File: src/rtl/conductance_decay_unit.sv
// rtl/conductance_decay_unit.sv - conductance update g - g*DeltaT/Tau + sum(weights), serial restoring divider
module conductance_decay_unit #(
    parameter int INTEGER_WIDTH   = 16,
    parameter int DATA_WIDTH_FRAC = 32,
    parameter int DATA_WIDTH      = INTEGER_WIDTH + DATA_WIDTH_FRAC,
    parameter int DELTAT_WIDTH    = 4
) (
    input  logic                            clk_i,
    input  logic                            reset_i,
    input  logic                            start_i,
    input  logic signed [DATA_WIDTH-1:0]    g_in_i,
    input  logic signed [INTEGER_WIDTH-1:0] tau_i,
    input  logic        [DELTAT_WIDTH-1:0]  delta_t_i,
    input  logic                            weight_valid_i,
    input  logic signed [DATA_WIDTH-1:0]    weight_i,
    output logic signed [DATA_WIDTH-1:0]    g_out_o,
    output logic                            done_o,
    output logic                            busy_o,
    output logic                            div_by_zero_o
);

    localparam logic [1:0] IDLE = 2'd0;
    localparam logic [1:0] MULT = 2'd1;
    localparam logic [1:0] DIV  = 2'd2;
    localparam logic [1:0] DONE = 2'd3;

    localparam int CNT_W  = $clog2(DATA_WIDTH);
    localparam int PROD_W = DATA_WIDTH + DELTAT_WIDTH;
    localparam int REM_W  = INTEGER_WIDTH + 1;

    logic [1:0]                     state_q, state_d;
    logic [CNT_W-1:0]               cnt_q, cnt_d;
    logic signed [DATA_WIDTH-1:0]   g_q, g_d;
    logic signed [INTEGER_WIDTH-1:0] tau_q, tau_d;
    logic [DELTAT_WIDTH-1:0]        dt_q, dt_d;
    logic signed [DATA_WIDTH-1:0]   acc_q, acc_d;
    logic [INTEGER_WIDTH-1:0]       rem_q, rem_d;
    logic [DATA_WIDTH-1:0]          dvd_q, dvd_d;
    logic                           neg_q, neg_d;
    logic                           skip_q, skip_d;
    logic signed [DATA_WIDTH-1:0]   g_out_q, g_out_d;
    logic                           done_q, done_d;
    logic                           busy_q, busy_d;
    logic                           dbz_q, dbz_d;

    logic signed [PROD_W-1:0]       prod;
    logic signed [DATA_WIDTH-1:0]   decay;
    logic [REM_W-1:0]               trial;
    logic [REM_W-1:0]               tau_ext;
    logic [REM_W-1:0]               rem_step;
    logic                           q_bit;
    logic [DATA_WIDTH-1:0]          dvd_step;
    logic signed [DATA_WIDTH-1:0]   quot;

    // Multiplying by the raw DeltaT and shifting right by its width selects the
    // same bits as the full product with the zero-padded Q16.32 DeltaT.
    assign prod  = $signed({{DELTAT_WIDTH{g_q[DATA_WIDTH-1]}}, g_q})
                 * $signed({{DATA_WIDTH{1'b0}}, dt_q});
    assign decay = DATA_WIDTH'(prod >>> DELTAT_WIDTH);

    // Remainder always stays below Tau, so one extra bit covers the trial value.
    assign trial    = {rem_q, dvd_q[DATA_WIDTH-1]};
    assign tau_ext  = {1'b0, tau_q};
    assign q_bit    = (trial >= tau_ext);
    assign rem_step = q_bit ? (trial - tau_ext) : trial;
    assign dvd_step = {dvd_q[DATA_WIDTH-2:0], q_bit};

    always_comb begin
        quot = '0;
        if (!skip_q) begin
            quot = neg_q ? -$signed(dvd_step) : $signed(dvd_step);
        end
    end

    always_comb begin
        state_d = state_q;
        cnt_d   = cnt_q;
        g_d     = g_q;
        tau_d   = tau_q;
        dt_d    = dt_q;
        acc_d   = weight_valid_i ? (acc_q + weight_i) : acc_q;
        rem_d   = rem_q;
        dvd_d   = dvd_q;
        neg_d   = neg_q;
        skip_d  = skip_q;
        g_out_d = g_out_q;
        done_d  = 1'b0;
        busy_d  = busy_q;
        dbz_d   = dbz_q;

        case (state_q)
            IDLE: begin
                if (start_i) begin
                    g_d     = g_in_i;
                    tau_d   = tau_i;
                    dt_d    = delta_t_i;
                    busy_d  = 1'b1;
                    dbz_d   = 1'b0;
                    state_d = MULT;
                end
            end
            MULT: begin
                neg_d   = decay[DATA_WIDTH-1];
                dvd_d   = decay[DATA_WIDTH-1] ? DATA_WIDTH'(-decay) : DATA_WIDTH'(decay);
                rem_d   = '0;
                cnt_d   = '0;
                skip_d  = (tau_q <= 0);
                state_d = DIV;
            end
            DIV: begin
                if (!skip_q) begin
                    rem_d = INTEGER_WIDTH'(rem_step);
                    dvd_d = dvd_step;
                end
                cnt_d = cnt_q + 1'b1;
                if (cnt_q == CNT_W'(DATA_WIDTH - 1)) begin
                    // Weight arriving on this edge starts the next update's sum.
                    g_out_d = g_q - quot + acc_q;
                    acc_d   = weight_valid_i ? weight_i : '0;
                    done_d  = 1'b1;
                    busy_d  = 1'b0;
                    dbz_d   = skip_q;
                    state_d = DONE;
                end
            end
            default: begin
                state_d = IDLE;
            end
        endcase
    end

    always_ff @(posedge clk_i) begin
        if (reset_i) begin
            state_q <= IDLE;
            cnt_q   <= '0;
            g_q     <= '0;
            tau_q   <= '0;
            dt_q    <= '0;
            acc_q   <= '0;
            rem_q   <= '0;
            dvd_q   <= '0;
            neg_q   <= 1'b0;
            skip_q  <= 1'b0;
            g_out_q <= '0;
            done_q  <= 1'b0;
            busy_q  <= 1'b0;
            dbz_q   <= 1'b0;
        end else begin
            state_q <= state_d;
            cnt_q   <= cnt_d;
            g_q     <= g_d;
            tau_q   <= tau_d;
            dt_q    <= dt_d;
            acc_q   <= acc_d;
            rem_q   <= rem_d;
            dvd_q   <= dvd_d;
            neg_q   <= neg_d;
            skip_q  <= skip_d;
            g_out_q <= g_out_d;
            done_q  <= done_d;
            busy_q  <= busy_d;
            dbz_q   <= dbz_d;
        end
    end

    assign g_out_o       = g_out_q;
    assign done_o        = done_q;
    assign busy_o        = busy_q;
    assign div_by_zero_o = dbz_q;

endmodule

File: config.mk
export PLATFORM = sky130hd
export DESIGN_NAME = conductance_decay_unit
export DESIGN_NICKNAME = d
export VERILOG_FILES = /design/src/rtl/conductance_decay_unit.sv
export SDC_FILE = /design/constraint.sdc
export NUM_CORES = 1
export LEC_CHECK = 0
export BUFFER_PORTS_ARGS = -buffer_cell sky130_fd_sc_hd__buf_4
export CORE_MARGIN = 3
export CORE_UTILIZATION = 45
export CTS_BUF_LIST = sky130_fd_sc_hd__clkbuf_2
export CTS_CLUSTER_DIAMETER = 200
export CTS_CLUSTER_SIZE = 20
export DETAILED_ROUTE_END_ITERATION = 12
export PLACE_DENSITY = 0.76
export RECOVER_POWER = 100
export SETUP_SLACK_MARGIN = 0.5
export SYNTH_ARGS = -nofsm -noshare
export SYNTH_HDL_FRONTEND = slang
export SYNTH_SLANG_ARGS = --single-unit
File: constraint.sdc
create_clock -name clk_i -period 6.8 [get_ports clk_i]
set_input_delay 0.34 -clock clk_i [delete_from_list [all_inputs] [get_ports clk_i]]
set_output_delay 0.34 -clock clk_i [all_outputs]
set_load 0.01 [all_outputs]
==> impl_metrics.tcl <==
set metrics [dict create \
    min_path_type "input pin to register" \
    synthArstFlopShare_pct 0 \
    rows 86 \
    cp_num_buf_inv 21 \
    dp_hpwl_mm 55.6 \
    crit_slowest_cell "fa_1" \
    cp_common_cell "buf_4" \
    tritoncts "built" \
    period_share_pct 97.2 \
    cts-root-buf "clkbuf_2" \
    regToRegEndpoint "dvd_q[9]$_SDFFE_PP0P_" \
    clock_sinks 241 \
    ys.flop_type "dfxtp_1" \
    io_buffers 170 \
    seq_area_frac_synth_pct 18.8 \
    vias 26100 \
    arrival_ns 7.49 \
    setup_violations 0 \
    wl_met1_mm 33.9 \
    via_per_inst 5.63 \
    rsz0062_at_grt "true" \
    grt_pass1_vias 25200 \
    violations "capacitance limit, slew limit" \
    drv_slew 276 \
    syn_area_um2 25700 \
    gp_congestion 0.941 \
    avgSynthCellArea_um2 7.48 \
    synth_top_cell_area_share_pct 18.8 \
    min_period_ns 6.61 \
    nets 4378 \
    wl_met2_mm 40.2 \
    synth_fp_nets 3918 \
    status "finished, violations left" \
    synth_seq_cells 241 \
    fill_cells 4966 \
    worstMarginPinSlew_ns 2.97 \
    critPathTopFamily "buffers and inverters" \
    worst-path-stages 34 \
    timing.fmax_mhz 151 \
    overflow 0 \
    cts_inserted_buffers 16 \
    final_cell_area_um2 32600 \
    clock_latency_ns 1.02 \
    tns_ns 0 \
    worstSetupStartpoint "dt_q[3]$_SDFFE_PP0P_" \
    p_leak_nw 15.0 \
    clk_pin_slew_ns 0.40 \
    highest_layer "met5" \
    start_kind "register" \
    powerDensity_nw_per_um2 343 \
    finalPower_w 0.0112 \
    start_util_pct 46.1 \
    antenna_found_initial 2 \
    final_hold_viol_count 0 \
    worstReg2RegStart "dt_q[3]$_SDFFE_PP0P_" \
    area_growth_pct 27.0 \
    relSlewSlack_pct -97.8 \
    critical_path_class "register to register" \
    slowest_delay_ns 0.54 \
    synthCells 3437 \
    crit_end "dvd_q[9]$_SDFFE_PP0P_" \
    ir_drop_uv 402 \
    wire_per_inst_um 17.9 \
    dpl_cell_area_um2 27900 \
    htreeDepth 1 \
    synth_edf_count 0 \
    yosysTopAreaCell "dfxtp_1" \
    layout_setup_ws_ns 0.192 \
    maxCapViolCount 5 \
    synthTopCellsByArea "dfxtp_1, fa_1, ha_1" \
    coreArea_um2 55700 \
    die_area_um2 60000 \
    totalWireLength_mm 83.1 \
    crit_required_ns 7.68 \
    grt_usage_pct 25.9 \
    met3RoutedLength_mm 4.48 \
    drtPass1Iterations 8 \
    cp_max_fo 12 \
    fp.dieH_um 245 \
    cts_max_path_buffers 3 \
    min-delay-start "g_in_i[5]" \
    ios 171 \
    skew_ns 0.136 \
    pre_cts_ws_ns 0.0794 \
    post-route-drc-count 0 \
    grt_pass1_wl_mm 129 \
    r2r_slack_ns 0.19 \
    ys_types 81 \
    reg2reg_depth 34 \
    ys_warn_count 0 \
    drive_gt1_share_pct 14.3 \
    first_iter_violations 2266 \
    die-width_um 245 \
    ant_nets 0 \
    worst_setup_path_end_kind "register" \
    grt_start_max_net_pins 107 \
]
==> what timing repair did <==
item	in CTS	in global routing
endpoints found under the setup margin	44	76
pin swaps	75	151
gates cloned	4	1
hold buffers	249	0
setup buffers	67	43
hold endpoints to repair	155	0
gates resized for setup	108	200
==> worst min-delay path by stage <==
stage                          endpoint  slack, ns  cells after the start
3_3_place_gp   g_out_o[17]$_SDFFE_PP0P_       0.44                      2
4_1_cts            g_q[13]$_SDFFE_PP0P_       0.02                      4
5_1_grt             g_q[5]$_SDFFE_PP0P_       0.04                      4
3_5_place_dp    g_out_o[9]$_SDFFE_PP0P_       0.44                      2
6_report            g_q[5]$_SDFFE_PP0P_       0.11                      4
2_1_floorplan    tau_q[15]$_SDFFE_PP0P_       0.44                      2
==> cell type report <==
class                   instances  area [um^2]  area share (%)
repair buffers                606         5140            15.8
well taps                     748          936            2.87
multi-input cells            2598        20000            61.2
flip-flops and latches        241         4840            14.8
clock buffers                  18         90.1           0.276
inverters                     434         1630            5.00
clock inverters                 1         20.0          0.0614
diodes                          1         2.50         0.00767
==> state kept, by name, summed over array words and instances, names as in the netlist <==
register and cells:
acc_q 48, dvd_q 48, g_out_o 48, g_q 48, rem_q 16, tau_q 16
cnt_q 6, dt_q 4, state_q 2, busy_o 1, div_by_zero_o 1, done_o 1
neg_q 1, skip_q 1
==> per-stage QoR <==
| step | cells | util [%] | hold WS, ns |
|---|---|---|---|
| finish | 4647 | 58.5 | 0.108 |
| global route | 4647 | 58.5 | 0.0394 |
| CTS | 4602 | 56.8 | 0.0177 |
| detailed placement | 4263 | 50.1 | 0.444 |
| global placement | 4263 | 50.1 | 0.441 |
| floorplan | 3437 | - | 0.436 |
==> power breakdown <==
part / switching, W / internal, W
Combinational: 0.00481 / 0.00388
Clock: 0.000522 / 0.0000765
Sequential: 0.000298 / 0.00161
==> tightest hold or removal path: stages <==
cell and delay [ns]:
dlygate4sd3_1 0.54, buf_4 0.13, nand2_1 0.05, a21oi_1 0.05
==> layout by cell type (no fill, tap or decap), types with 31 or more instances in the layout <==
master,instances
nor2b_1,31
and2_1,136
inv_1,419
nand3_1,54
buf_4,270
a22oi_1,47
fa_1,142
xor2_1,105
ha_4,33
clkbuf_1,61
ha_1,179
dlygate4sd3_1,249
nand2_1,433
dfxtp_1,234
nor3_1,36
a21oi_1,255
nor2_1,213
and3_1,34
a21o_1,98
xnor2_1,107
o21ai_0,135
==> per-layer routing <==
layer,GRT usage (%),up-vias
met5,0,-
met4,10.7,2
met3,2.45,274
met2,45.2,989
met1,32.8,12400
li1,-,12400
==> kinds of logic after synthesis <==
logic type      synth area share [%]
simple gates                    21.1
mux                            0.906
compound gates                  21.0
fa+ha+maj                       21.8
flops                           18.8
buf+inv                         8.79
xor+xnor                        7.64
==> cells in the mapped netlist, types with 30 or more instances <==
| cell | number |
|---|---|
| nor2b_1 | 33 |
| nand3_1 | 59 |
| ha_1 | 217 |
| o21ai_0 | 159 |
| fa_1 | 144 |
| inv_1 | 432 |
| nand2_1 | 445 |
| o31ai_1 | 38 |
| xor2_1 | 106 |
| a31oi_1 | 30 |
| nor2_1 | 220 |
| xnor2_1 | 118 |
| dfxtp_1 | 241 |
| a21o_1 | 100 |
| a22oi_1 | 48 |
| a21oi_1 | 291 |
| nor3_1 | 39 |
| clkbuf_1 | 144 |
| and2_1 | 148 |
| and3_1 | 37 |
No activity file was read; power rests on OpenSTA's default activity.
